[src/rtl/cam_pkg.sv]
// cam_pkg: shared state encoding and default geometry for the DVP capture path.
package cam_pkg;
    typedef enum logic [2:0] {
        ST_WAIT_CFG,
        ST_SYNC,
        ST_VBLANK,
        ST_FRAME,
        ST_LINE
    } cam_cap_state_t;
    localparam int CAM_H_ACTIVE  = 640;
    localparam int CAM_V_ACTIVE  = 480;
    localparam bit CAM_MSB_FIRST = 1'b1;
endpackage

[src/rtl/cam_byte_packer.sv]
// cam_byte_packer: tracks the byte phase within a line and assembles 1- or 2-byte pixels.
module cam_byte_packer
    import cam_pkg::*;
#(
    parameter int BYTES_PER_PIXEL = 2
) (
    input  logic                         clk,
    input  logic                         rst_n,
    input  logic                         clear_i,
    input  logic                         byte_en_i,
    input  logic [7:0]                   data_i,
    output logic                         pix_done_o,
    output logic [8*BYTES_PER_PIXEL-1:0] pix_data_o,
    output logic                         odd_o
);
    logic       phase_q, phase_d, phase_eff;
    logic [7:0] hold_q, hold_d;
    logic [15:0] pair;

    // A line-entry byte is always the first byte of a pixel, whatever the old phase was.
    always_comb begin
        phase_eff  = clear_i ? 1'b0 : phase_q;
        pix_done_o = byte_en_i && (BYTES_PER_PIXEL == 1 || phase_eff);
        phase_d    = byte_en_i ? (BYTES_PER_PIXEL == 2 && !phase_eff) : phase_eff;
        hold_d     = (byte_en_i && !phase_eff) ? data_i : hold_q;
        pair       = CAM_MSB_FIRST ? {hold_q, data_i} : {data_i, hold_q};
    end

    assign pix_data_o = pair[8*BYTES_PER_PIXEL-1:0];
    assign odd_o      = phase_q;

    always_ff @(posedge clk or negedge rst_n) begin
        if (!rst_n) begin
            phase_q <= 1'b0;
            hold_q  <= '0;
        end else begin
            phase_q <= phase_d;
            hold_q  <= hold_d;
        end
    end
endmodule

[src/rtl/cam_capture_dvp.sv]
// cam_capture_dvp: frame-locked DVP capture producing pixels, coordinates and a linear write address.
module cam_capture_dvp
    import cam_pkg::*;
#(
    parameter int H_ACTIVE        = CAM_H_ACTIVE,
    parameter int V_ACTIVE        = CAM_V_ACTIVE,
    parameter int BYTES_PER_PIXEL = 2,
    parameter int XW              = $clog2(H_ACTIVE),
    parameter int YW              = $clog2(V_ACTIVE),
    parameter int AW              = $clog2(H_ACTIVE*V_ACTIVE)
) (
    input  logic                         pclk,
    input  logic                         reset_n,
    input  logic                         config_done,
    input  logic                         vsync,
    input  logic                         href,
    input  logic [7:0]                   cam_data,
    output logic [8*BYTES_PER_PIXEL-1:0] pixel_data,
    output logic                         pixel_valid,
    output logic [XW-1:0]                x_coord,
    output logic [YW-1:0]                y_coord,
    output logic [AW-1:0]                wr_addr,
    output logic                         frame_start,
    output logic                         frame_done,
    output logic                         frame_err
);
    // One extra bit so the counters can hold H_ACTIVE / V_ACTIVE / H*V exactly when saturated.
    localparam int CW = XW + 1;
    localparam int LW = YW + 1;
    localparam int BW = AW + 1;
    localparam int PW = 8*BYTES_PER_PIXEL;

    if (BYTES_PER_PIXEL != 1 && BYTES_PER_PIXEL != 2) begin : g_bpp_err
        $error("BYTES_PER_PIXEL must be 1 or 2");
    end

    cam_cap_state_t state_q, state_d;
    logic [CW-1:0]  x_q, x_d;
    logic [LW-1:0]  y_q, y_d;
    logic [BW-1:0]  addr_q, addr_d;
    logic           err_q, err_d;
    logic [PW-1:0]  pix_q, pix_d, pack_data;
    logic [XW-1:0]  xc_q, xc_d;
    logic [YW-1:0]  yc_q, yc_d;
    logic [AW-1:0]  wa_q, wa_d;
    logic           pv_q, pv_d, fs_q, fs_d, fd_q, fd_d, fe_q, fe_d;
    logic           capture, line_clr, line_end, pix_done, odd;

    assign capture  = config_done && href && !vsync && (state_q == ST_FRAME || state_q == ST_LINE);
    assign line_clr = capture && state_q == ST_FRAME;

    cam_byte_packer #(.BYTES_PER_PIXEL(BYTES_PER_PIXEL)) u_packer (
        .clk       (pclk),
        .rst_n     (reset_n),
        .clear_i   (line_clr),
        .byte_en_i (capture),
        .data_i    (cam_data),
        .pix_done_o(pix_done),
        .pix_data_o(pack_data),
        .odd_o     (odd)
    );

    always_comb begin
        state_d  = state_q;
        x_d      = x_q;
        y_d      = y_q;
        addr_d   = addr_q;
        err_d    = err_q;
        line_end = 1'b0;
        fs_d     = 1'b0;
        fd_d     = 1'b0;
        fe_d     = 1'b0;
        pv_d     = 1'b0;
        pix_d    = pix_q;
        xc_d     = xc_q;
        yc_d     = yc_q;
        wa_d     = wa_q;
        if (!config_done) begin
            state_d = ST_WAIT_CFG;
        end else begin
            case (state_q)
                ST_WAIT_CFG: state_d = ST_SYNC;
                ST_SYNC:     state_d = vsync ? ST_VBLANK : ST_SYNC;
                ST_VBLANK: begin
                    if (!vsync) begin
                        state_d = ST_FRAME;
                        fs_d    = 1'b1;
                        x_d     = '0;
                        y_d     = '0;
                        addr_d  = '0;
                        err_d   = 1'b0;
                    end
                end
                ST_FRAME: state_d = vsync ? ST_VBLANK : href ? ST_LINE : ST_FRAME;
                ST_LINE: begin
                    state_d  = vsync ? ST_VBLANK : href ? ST_LINE : ST_FRAME;
                    line_end = vsync || !href;
                end
                default: state_d = ST_WAIT_CFG;
            endcase
        end
        // Short lines jump the address to the next row start by adding the missing remainder.
        if (line_end) begin
            y_d   = (y_q == LW'(V_ACTIVE)) ? y_q : y_q + 1'b1;
            x_d   = '0;
            err_d = err_q || x_q != CW'(H_ACTIVE) || odd;
            if (x_q < CW'(H_ACTIVE) && y_q < LW'(V_ACTIVE))
                addr_d = addr_q + BW'(H_ACTIVE) - BW'(x_q);
        end
        if (pix_done) begin
            if (x_q < CW'(H_ACTIVE) && y_q < LW'(V_ACTIVE)) begin
                pv_d   = 1'b1;
                pix_d  = pack_data;
                xc_d   = x_q[XW-1:0];
                yc_d   = y_q[YW-1:0];
                wa_d   = addr_q[AW-1:0];
                x_d    = x_q + 1'b1;
                addr_d = addr_q + 1'b1;
            end else begin
                err_d = 1'b1;
            end
        end
        if (config_done && vsync && (state_q == ST_FRAME || state_q == ST_LINE)) begin
            fd_d = 1'b1;
            fe_d = err_d || y_d != LW'(V_ACTIVE);
        end
    end

    always_ff @(posedge pclk or negedge reset_n) begin
        if (!reset_n) begin
            state_q <= ST_WAIT_CFG;
            x_q     <= '0;
            y_q     <= '0;
            addr_q  <= '0;
            err_q   <= 1'b0;
            pix_q   <= '0;
            xc_q    <= '0;
            yc_q    <= '0;
            wa_q    <= '0;
            pv_q    <= 1'b0;
            fs_q    <= 1'b0;
            fd_q    <= 1'b0;
            fe_q    <= 1'b0;
        end else begin
            state_q <= state_d;
            x_q     <= x_d;
            y_q     <= y_d;
            addr_q  <= addr_d;
            err_q   <= err_d;
            pix_q   <= pix_d;
            xc_q    <= xc_d;
            yc_q    <= yc_d;
            wa_q    <= wa_d;
            pv_q    <= pv_d;
            fs_q    <= fs_d;
            fd_q    <= fd_d;
            fe_q    <= fe_d;
        end
    end

    assign pixel_data  = pix_q;
    assign pixel_valid = pv_q;
    assign x_coord     = xc_q;
    assign y_coord     = yc_q;
    assign wr_addr     = wa_q;
    assign frame_start = fs_q;
    assign frame_done  = fd_q;
    assign frame_err   = fe_q;
endmodule

[config.mk]
export PLATFORM = sky130hd
export DESIGN_NAME = cam_capture_dvp
export DESIGN_NICKNAME = d
export VERILOG_FILES = /design/src/rtl/cam_pkg.sv /design/src/rtl/cam_byte_packer.sv /design/src/rtl/cam_capture_dvp.sv
export SDC_FILE = /design/constraint.sdc
export NUM_CORES = 1
export LEC_CHECK = 0
export CAP_MARGIN = 15
export CORE_ASPECT_RATIO = 0.7
export CORE_MARGIN = 3
export CORE_UTILIZATION = 55
export CTS_CLUSTER_DIAMETER = 150
export CTS_CLUSTER_SIZE = 12
export DETAILED_ROUTE_END_ITERATION = 16
export PLACE_DENSITY_LB_ADDON = 0.25
export SETUP_SLACK_MARGIN = 0.02
export SYNTH_ARGS = -nofsm -noshare
export SYNTH_HDL_FRONTEND = slang
export SYNTH_SLANG_ARGS = --single-unit
[constraint.sdc]
create_clock -name pclk -period 3.5 [get_ports pclk]
set_input_delay 0.7 -clock pclk [delete_from_list [all_inputs] [get_ports pclk]]
set_output_delay 0.7 -clock pclk [all_outputs]
set_load 0.005 [all_outputs]
### Word level (Yosys, flattened, before mapping)

Cells that the tools add are included.

| word-level totals | value |
|---|---|
| logic and storage cells | 91 |
| register bits | 112 |
| bits of input ports | 13 |
| output and inout bits | 58 |

| cells by class | value |
|---|---|
| order comparisons | 2 |
| reduce and logical (&&, ||, !) cells | 20 |
| multiplexer cells | 41 |
| eq/ne operators | 8 |
| add/sub/neg operators | 5 |

Operators by type and width:

| cell | count |
|---|---|
| 20-bit 2-to-1 mux | 7 |
| 11-bit 2-to-1 mux | 6 |
| 10-bit 2-to-1 mux | 5 |
| 20-bit by 1-bit adder with 20-bit output (second input constant) | 1 |
| 20-bit by 10-bit adder with 20-bit output (second input constant) | 1 |
| 20-bit by 11-bit subtractor with 20-bit output | 1 |
| 1-bit 2-to-1 mux | 17 |
| 3-bit 2-to-1 mux | 4 |
| 3-bit one-hot mux with 4 select lines | 1 |
| 11-bit by 1-bit adder with 11-bit output (second input constant) | 1 |
| 11-bit by 10-bit < comparator with 1-bit output (second input constant) | 1 |
| 11-bit by 10-bit inequality test with 1-bit output (second input constant) | 1 |
| 10-bit by 1-bit adder with 10-bit output (second input constant) | 1 |
| 10-bit by 9-bit equality test with 1-bit output (second input constant) | 1 |
| 10-bit by 9-bit < comparator with 1-bit output (second input constant) | 1 |
| 10-bit by 9-bit inequality test with 1-bit output (second input constant) | 1 |
| 1-bit logical AND | 9 |
| 3-bit by 2-bit equality test with 1-bit output (second input constant) | 2 |
| 1-bit logical OR | 5 |
| 3-bit by 1-bit equality test with 1-bit output (second input constant) | 1 |
| 3-bit equality test (second input constant) | 1 |
| 1-bit zero test | 3 |
| 3-bit zero test | 1 |
| 3-bit inequality test (second input constant) | 1 |
| 3 further kinds | 3 |

### Logic depth before layout (Yosys ltp)

Gate-level depths: netlist of the first run.

| depth | value |
|---|---|
| depth after elaboration | 9 |
| depth in mapped cells | 15 |
| mapped depth without buffers | 13 |

### Cells and area by module

A second synthesis of the first run with hierarchy kept.

| unflattened totals | value |
|---|---|
| cells, all modules | 689 |
| area total of the unflattened synthesis | 6163.4 um2 |

Modules (own cells, without submodules):

| module | seq. area each (um2) | instances | area each (um2) | cells each |
|---|---|---|---|---|
| cam_capture_dvp | 2552.4 | 1 | 5705.5 | 658 |
| cam_byte_packer | 225.2 | 1 | 457.9 | 31 |

### Least setup slack after synthesis of the first run

Ideal clock, no wire load.

| timing | value |
|---|---|
| kind | flip-flop to flip-flop |
| start point | reg state_q[1] |
| end point | reg pix_q[0], in the netlist pixel_data[0] |
| buffers on the path | 3 |
| data required time | 3.435 ns |
| library setup time | 0.065 ns |
| path slack | 0.582 ns |
| arrival | 2.853 ns |
| cell stages (with the launch flop) | 16 |
| cells stage by stage | dfrtp_1 inv_1 and3_1 o21ai_0 nor2_1 nand2_1 and2_1 ha_1 or3b_1 a211o_1 clkbuf_1 inv_2 buf_2 buf_1 nand2_1 nand2_1 |

| on the way | value |
|---|---|
| cells in the longest elaborated chain, start to end | 7 |
| elaborated cells between the ends (all ways) | 8 |

RTL lines:

| item | line | text |
|---|---|---|
| start, declared | cam_capture_dvp.sv:37 | `cam_cap_state_t state_q, state_d;` |
| start signal, assigned | cam_capture_dvp.sv:145 | `state_q <= state_d;` |
| 3-bit by 2-bit equality test with 1-bit output / 3-bit equality test (equally long branches) | cam_capture_dvp.sv:49, cam_capture_dvp.sv:50 |  |
| 1-bit logical OR | cam_capture_dvp.sv:49 | `assign capture = config_done && href && !vsync && (state_q == ST_FRAME \|\| state_q == ST_LINE);` |
| 1-bit logical AND | cam_capture_dvp.sv:49 |  |
| 1-bit logical AND | cam_capture_dvp.sv:50 | `assign line_clr = capture && state_q == ST_FRAME;` |
| 1-bit 2-to-1 mux | cam_byte_packer.sv:22 | `phase_eff = clear_i ? 1'b0 : phase_q;` |
| 1-bit logical AND * | cam_byte_packer.sv:23 | `pix_done_o = byte_en_i && (BYTES_PER_PIXEL == 1 \|\| phase_eff);` |
| 2-bit AND reduction (no source line) * | -- |  |
| end signal, assigned | cam_capture_dvp.sv:150 | `pix_q <= pix_d;` |
| end, declared | cam_capture_dvp.sv:42 | `logic [PW-1:0] pix_q, pix_d, pack_data;` |

Every way passes the cells marked *; elsewhere a longest branch is shown, timed or not.
A chain may end at the register's enable or synchronous reset.

### Final worst setup path of the first run

| timing | value |
|---|---|
| start point | reg state_q[2] |
| end point | reg addr_q[16] |

| on the way | value |
|---|---|
| cells in the longest elaborated chain, start to end | 7 |
| elaborated cells between the ends (all ways) | 16 |

RTL lines:

| item | line | text |
|---|---|---|
| 3-bit by 2-bit equality test with 1-bit output (tied with other cells) | cam_capture_dvp.sv:81 | `case (state_q)` |
| 20-bit 2-to-1 mux / 1-bit logical OR (equally long branches) | cam_capture_dvp.sv:81, cam_capture_dvp.sv:49 |  |
| 20-bit 2-to-1 mux / 1-bit logical AND (equally long branches) | cam_capture_dvp.sv:78, cam_capture_dvp.sv:49 |  |
| 20-bit 2-to-1 mux / 1-bit logical AND (equally long branches) | cam_capture_dvp.sv:107, cam_capture_dvp.sv:50 |  |
| 20-bit 2-to-1 mux / 1-bit 2-to-1 mux (equally long branches) | cam_capture_dvp.sv:103, cam_byte_packer.sv:22 |  |
| 20-bit 2-to-1 mux / 1-bit logical AND (equally long branches) | cam_capture_dvp.sv:111, cam_byte_packer.sv:23 |  |
| 20-bit 2-to-1 mux * | cam_capture_dvp.sv:110 | `if (pix_done) begin` |
| net addr_d[16] | cam_capture_dvp.sv:40 | `logic [BW-1:0] addr_q, addr_d;` |
| end signal, assigned | cam_capture_dvp.sv:148 | `addr_q <= addr_d;` |
| end, declared | cam_capture_dvp.sv:40 |  |

Mark *: on every way through the listed nets, which the timed path passes. The rest lies on a longest branch.

==> results of run 1 <==
==> cell families after synthesis <==
logic type | Yosys count | synth area share
AND/OR/NAND/NOR | 284 | 0.217
AO/OA/AOI/OAI | 164 | 0.163
flip-flops | 111 | 0.449
buffers and inverters | 71 | 0.0441
adder cells (fa/ha/maj) | 42 | 0.0862
XOR/XNOR | 14 | 0.0198
multiplexers | 12 | 0.0210
==> state kept, by name, summed over array words and instances, names as in the netlist, 3 cells and up <==
| name | cells |
|---|---|
| addr_q | 19 |
| u_packer.hold_q | 8 |
| x_coord | 10 |
| x_q | 11 |
| wr_addr | 19 |
| pixel_data | 16 |
| state_q | 3 |
| y_coord | 9 |
| y_q | 10 |
==> power breakdown <==
group | switching (uW) | internal, uW
combinational | 438 | 315
sequential | 96.2 | 1370
clock | 470 | 594
==> per-stage QoR <==
| step | std cells | worst slack (ps) | util | total power, uW | cell area [um^2] |
|---|---|---|---|---|---|
| 2_1_floorplan | 698 | 582 | - | 1970 | 6180 |
| 3_5_place_dp | 902 | 132 | 0.665 | 2230 | 7100 |
| 4_1_cts | 917 | 378 | 0.694 | 3290 | 7400 |
| 3_3_place_gp | 902 | 272 | 0.665 | 2190 | 7100 |
| 6_report | 917 | 244 | 0.694 | 3280 | 7400 |
| 5_1_grt | 917 | 121 | 0.694 | 3450 | 7400 |
==> worst paths after layout <==
check	from	slack (ps)	cells after the start	to
min in group pclk	u_packer.hold_q[1]$_DFFE_PN0P_	470	2	pixel_data[9]$_DFFE_PN0P_
max reg2reg	state_q[2]$_DFFE_PN0P_	240	14	addr_q[16]$_DFF_PN0_
min	reset_n	390	1	addr_q[13]$_DFF_PN0_
max	state_q[2]$_DFFE_PN0P_	240	14	addr_q[16]$_DFF_PN0_
min reg2reg	u_packer.hold_q[1]$_DFFE_PN0P_	470	2	pixel_data[9]$_DFFE_PN0P_
max in group asynchronous	reset_n	2330	2	x_q[1]$_DFF_PN0_
==> final cells by class <==
class | count | area share
repair buffers | 83 | 0.113
clock inverters | 4 | 0.00710
flip-flops and latches | 111 | 0.375
inverters | 44 | 0.0223
well taps | 148 | 0.0250
clock buffers | 11 | 0.0341
multi-input cells | 516 | 0.424
==> worst max-delay path, cell delays in order (launching register included) <==
cell,delay (ps)
dfrtp_1,610
nand2b_1,190
nor2_1,70
o21ai_0,250
nor2_1,140
nand2_1,120
and2_1,140
ha_1,150
or3b_1,360
a211o_2,320
buf_12,230
a31oi_1,250
o21ai_1,90
o311ai_1,100
a21o_1,130
==> metal layers <==
| metal | track usage | vias to the layer above |
|---|---|---|
| met5 | 0 | - |
| met4 | 0.0606 | 0 |
| met1 | 0.377 | 2661 |
| met3 | 0.0495 | 23 |
| met2 | 0.419 | 246 |
| li1 | - | 2564 |
==> cells in the final DEF, fill, tap and decap left out, types with 9 or more instances in the layout <==
cell type | Yosys | layout
nor2_1 | 35 | 35
buf_4 | 0 | 11
nand4_1 | 12 | 12
and3_1 | 17 | 17
o21ai_1 | 14 | 14
a21oi_1 | 30 | 30
ha_1 | 41 | 41
dfrtp_1 | 111 | 111
xnor2_1 | 9 | 9
nand2_1 | 151 | 151
inv_1 | 42 | 42
nand3_1 | 18 | 18
clkdlybuf4s50_1 | 0 | 69
clkbuf_16 | 0 | 9
o21ai_0 | 55 | 55
==> reports/results.ini, run 1 <==
[sta]
finalSetupViolations=0
fin_crit_sh=0.930
tightest_slew_ps=752
skew_ps=8.18
slew_violations=0
slew-limit-headroom=0.495
fmax_ghz=0.307
rsz0062_at_grt=false
whs_ps=385
min_period_ps=3260
fin_tns_setup_ps=0
hold_violations=0

[logic_synthesis]
synth-async-reset-ratio=1.00
synthTopCellsByArea=dfrtp_1 45%, nand2_1 9.2%, ha_1 8.3%
synth.most_common_cell=nand2_1
ys_seq_elements=111
syn_nets=753
synth_cells=698
synth_edf_count=0
ys_seq_area_frac=0.449
yosysTopAreaCell=dfrtp_1
synth_cell_types=66
synth-main-ff-cell=dfrtp_1
avgSynthCellArea_um2=8.86
syn_area_um2=6180
yosys.area.top_type_share=0.449
yosys_warnings=0
yosys-top-cells-count=151 x nand2_1, 111 x dfrtp_1, 55 x o21ai_0

[placed_design]
dp_hpwl_mm=11.2
io_buffers=70
gp_congestion=0.925

[global_routing]
track_usage=0.263
grt_overflow=0
grt_pass1_wl_mm=26.7
grt_antenna_before_repair=0
grt_pass1_vias=5295
grt_max_degree=109

[status]
outcome=finished, final reports clean

[worst_hold_path]
min_path_type=primary input to async pin

[cts]
cts_tree=built
cts_sinks=111
clock-root-buffer=clkbuf_16
path_clk_slew_ps=70
htreeDepth=3
clockBufferDepth=2
cts_resized=0
cts_buffers=9
cts_hold_buf=0
clock_latency_ps=350
cts_setup_buffers=0

[critical_path]
crit_type=flop to flop
worstSetupEndpointType=flop
required_ps=3790
cp-start-kind=flop
crit_fanout=108
critPathArrivalTime_ps=3540

[die]
start_util=0.580
core_um2=10700
dieArea_um2=12600
pin_count=71
placementRows=31
die_w_um=133
die_h_um=94.7

[routing]
postRouteAntennaNets=0
drt_iter0_drc=584
first_pass_iters=6
routedWlPerCell_um=17.4
wl_met3_mm=1.21
viasPerCell=5.99
vias=5494
wirelength_mm=16.0
wl_met2_mm=7.42
top_layer=met4
drt-met1-wl_mm=7.17
drc_errors=0

[final_layout]
fillCellCount=807
regArea_um2=2780
n_antenna_cell=0
area_delta_synth_final_pct=19.7
nets=820
multi_input_area_um2=3140
drive_above_1_share=0.0611

[pwr]
peakVddDrop_mv=0.237
p_per_area_nw_per_um2=443
power_leakage_uw=0.00348

[flow_run]
max_cap_violations=0

(Power assumes the default switching activity.)
==> inputs of run 2 (changes only) <==
--- a/config.mk
+++ b/config.mk
@@ -10,7 +10,7 @@
 export CORE_MARGIN = 3
 export CORE_UTILIZATION = 55
 export CTS_CLUSTER_DIAMETER = 150
-export CTS_CLUSTER_SIZE = 12
+export CTS_CLUSTER_SIZE = 40
 export DETAILED_ROUTE_END_ITERATION = 16
 export PLACE_DENSITY_LB_ADDON = 0.25
 export SETUP_SLACK_MARGIN = 0.02
==> results of run 2 <==
Final layout, timing and power as in run 1 (identical DEF).
==> inputs of run 3 (changes only) <==
--- a/config.mk
+++ b/config.mk
@@ -5,6 +5,7 @@
 export SDC_FILE = /design/constraint.sdc
 export NUM_CORES = 1
 export LEC_CHECK = 0
+export ABC_CLOCK_PERIOD_IN_PS = 3500
 export CAP_MARGIN = 15
 export CORE_ASPECT_RATIO = 0.7
 export CORE_MARGIN = 3
@@ -13,6 +14,7 @@
 export CTS_CLUSTER_SIZE = 40
 export DETAILED_ROUTE_END_ITERATION = 16
 export PLACE_DENSITY_LB_ADDON = 0.25
+export RECOVER_POWER = 50
 export SETUP_SLACK_MARGIN = 0.02
 export SYNTH_ARGS = -nofsm -noshare
 export SYNTH_HDL_FRONTEND = slang
==> reports/results.ini, run 3 (synthesis gave the netlist of run 1 again) <==
[status]
outcome=finished, violations left
failed_checks=capacitance limit, slew limit

[pwr]
p_per_area_nw_per_um2=444  ; +0.27%
p_seq_frac=0.447  ; about the same
pwr-share-clk=0.325  ; about the same
pwr-share-comb=0.228  ; about the same
p_int_uw=2270  ; -0.25%
p_switching_uw=1010  ; +0.35%
total_power_uw=3280  ; about the same
peakVddDrop_mv=0.239  ; +0.73%
swShare=0.307  ; +0.00128
power_leakage_uw=0.00355  ; +2.1%

[critical_path]
r2r_cells=14  ; unchanged
critPathArrivalTime_ps=3560  ; +20 ps
crit_buf_inv=1  ; unchanged
path_cells=nand2b_1, nor2_1, o21ai_0, nor2_1, nand2_1, and2_1, ha_1, or3b_1, a211o_2, buf_12, a31oi_1, o21ai_1, o311ai_1, a21o_1
worstSetupEndpointType=flop
cp-start-kind=flop
required_ps=3780  ; about the same
cp_top_family=compound AO/OA/AOI/OAI gates
crit_top_cell=nor2_1
rr_endpoint=addr_q[16]$_DFF_PN0_
crit_type=flop to flop
r2r-start=state_q[2]$_DFFE_PN0P_
slowest_stage=dfrtp_1
worst_path_largest_cell_delay_ps=600  ; about the same
crit_fanout=108  ; unchanged
regToRegSetupSlack_ps=230  ; -20 ps

[die]
die_h_um=94.7  ; unchanged
core_um2=10700  ; unchanged
placementRows=31  ; unchanged
dieArea_um2=12600  ; unchanged
start_util=0.580  ; unchanged
pin_count=71  ; unchanged
die_w_um=133  ; unchanged

[global_routing]
grt_pass1_wl_mm=26.7  ; unchanged
grt_max_degree=109  ; unchanged
grt_antenna_before_repair=0  ; unchanged
grt_pass1_vias=5295  ; unchanged
track_usage=0.263  ; unchanged
grt_overflow=0  ; unchanged

[placed_design]
io_buffers=70  ; unchanged
placed_area_um2=7100  ; unchanged
gp_congestion=0.925  ; unchanged
dp_hpwl_mm=11.2  ; unchanged

[cts]
cts_tree=built
cts_setup_buffers=0  ; unchanged
clock-root-buffer=clkbuf_16
cts_buffers=9  ; unchanged
clock_latency_ps=350  ; about the same
htreeDepth=3  ; unchanged
cts_resized=0  ; unchanged
path_clk_slew_ps=70  ; about the same
clockBufferDepth=2  ; unchanged
cts_sinks=111  ; unchanged
cts_hold_buf=0  ; unchanged

[sta]
fmax_ghz=0.306  ; -0.49%
slew_violations=61  ; +61
skew_ps=8.07  ; -0.112 ps
rsz0062_at_grt=false
hold_violations=0  ; unchanged
fin_tns_setup_ps=0  ; unchanged
finalSetupViolations=0  ; unchanged
fin_crit_sh=0.935  ; +0.00460
slew-limit-headroom=-0.00409  ; -0.499
min_period_ps=3270  ; +16.1 ps
tightest_slew_ps=1510  ; +754 ps

[final_layout]
final_common_cell=nand2_1
fillCellCount=809  ; +0.25%
n_antenna_cell=0  ; unchanged
most-common-layout-cells=151 x nand2_1, 111 x dfrtp_1, 55 x o21ai_0, 44 x clkdlybuf4s50_1, 42 x inv_1
drive_above_1_share=0.0585  ; -0.00260
area_delta_synth_final_pct=19.3
post-route-util=0.692  ; -0.00235
nets=820  ; unchanged
final_area_um2=7380  ; -0.34%

[routing]
first_pass_iters=7  ; +1
viasPerCell=6.03  ; +0.64%
routedWlPerCell_um=17.5  ; +0.43%
wirelength_mm=16.1  ; +0.43%
vias=5529  ; +0.64%
drt_iter0_drc=588  ; +0.68%
postRouteAntennaNets=0  ; unchanged
drc_errors=0  ; unchanged

[worst_hold_path]
min_from=u_packer.hold_q[1]$_DFFE_PN0P_
hold_end=pixel_data[9]$_DFFE_PN0P_
min_path_type=flop to flop
hold_depth=2

[flow_run]
max_cap_violations=1  ; +1

run 3: cell types whose count changed in the layout (fill, tap and decap cells not counted), sizes merged:
cell / delta
clkdlybuf4s50: -25
dlygate4sd3: +25
buf: -4
clkbuf: +4
run 3: power groups by stage:
stage                     Combinational (uW)  Clock, uW  Sequential (uW)
after floorplan                          511          0             1460
after detailed placement                 741          0             1480
after global placement                   713          0             1480
final                                    747       1070             1460
after CTS                                747       1090             1460
after global routing                     828       1140             1480
run 3: stage by stage:
stage | hold WS [ps] | cells | setup slack, ps
finish | 470 | 917 | 228
global route | 496 | 917 | 126
CTS | 418 | 917 | 378
detailed placement | 460 | 902 | 132
global placement | 444 | 902 | 272
floorplan | 404 | 698 | 582
run 3: worst max-delay path by stage:
stage                                 to  slack (ps)                    from  cells after the start
2_1_floorplan  pixel_data[0]$_DFFE_PN0P_         580  state_q[1]$_DFFE_PN0P_                     15
3_3_place_gp        addr_q[14]$_DFF_PN0_         270                   vsync                     13
3_5_place_dp        addr_q[16]$_DFF_PN0_         130                   vsync                     13
4_1_cts             addr_q[16]$_DFF_PN0_         380  state_q[2]$_DFFE_PN0P_                     14
5_1_grt             addr_q[16]$_DFF_PN0_         130  state_q[2]$_DFFE_PN0P_                     13
6_report            addr_q[16]$_DFF_PN0_         230  state_q[2]$_DFFE_PN0P_                     14
run 3: per-layer routing:
layer,part of all wire,GRT usage
met3,0.077,0.0495
met2,0.47,0.419
met1,0.44,0.377
met4,0.011,0.0606
met5,0,0
run 3: final cells by class:
type	count	area, um^2	share of cell area
clock buffers	11	253	0.0343
clock inverters	4	52.6	0.00712
inverters	44	165	0.0224
multi-input cells	516	3140	0.425
flip-flops and latches	111	2780	0.377
well taps	148	185	0.0251
repair buffers	83	808	0.110
run 3: tightest hold or removal path, delay by kind of cell (launching register included):
kind          cells  cell delay (ps)
flops             1              340
simple gates      2              100
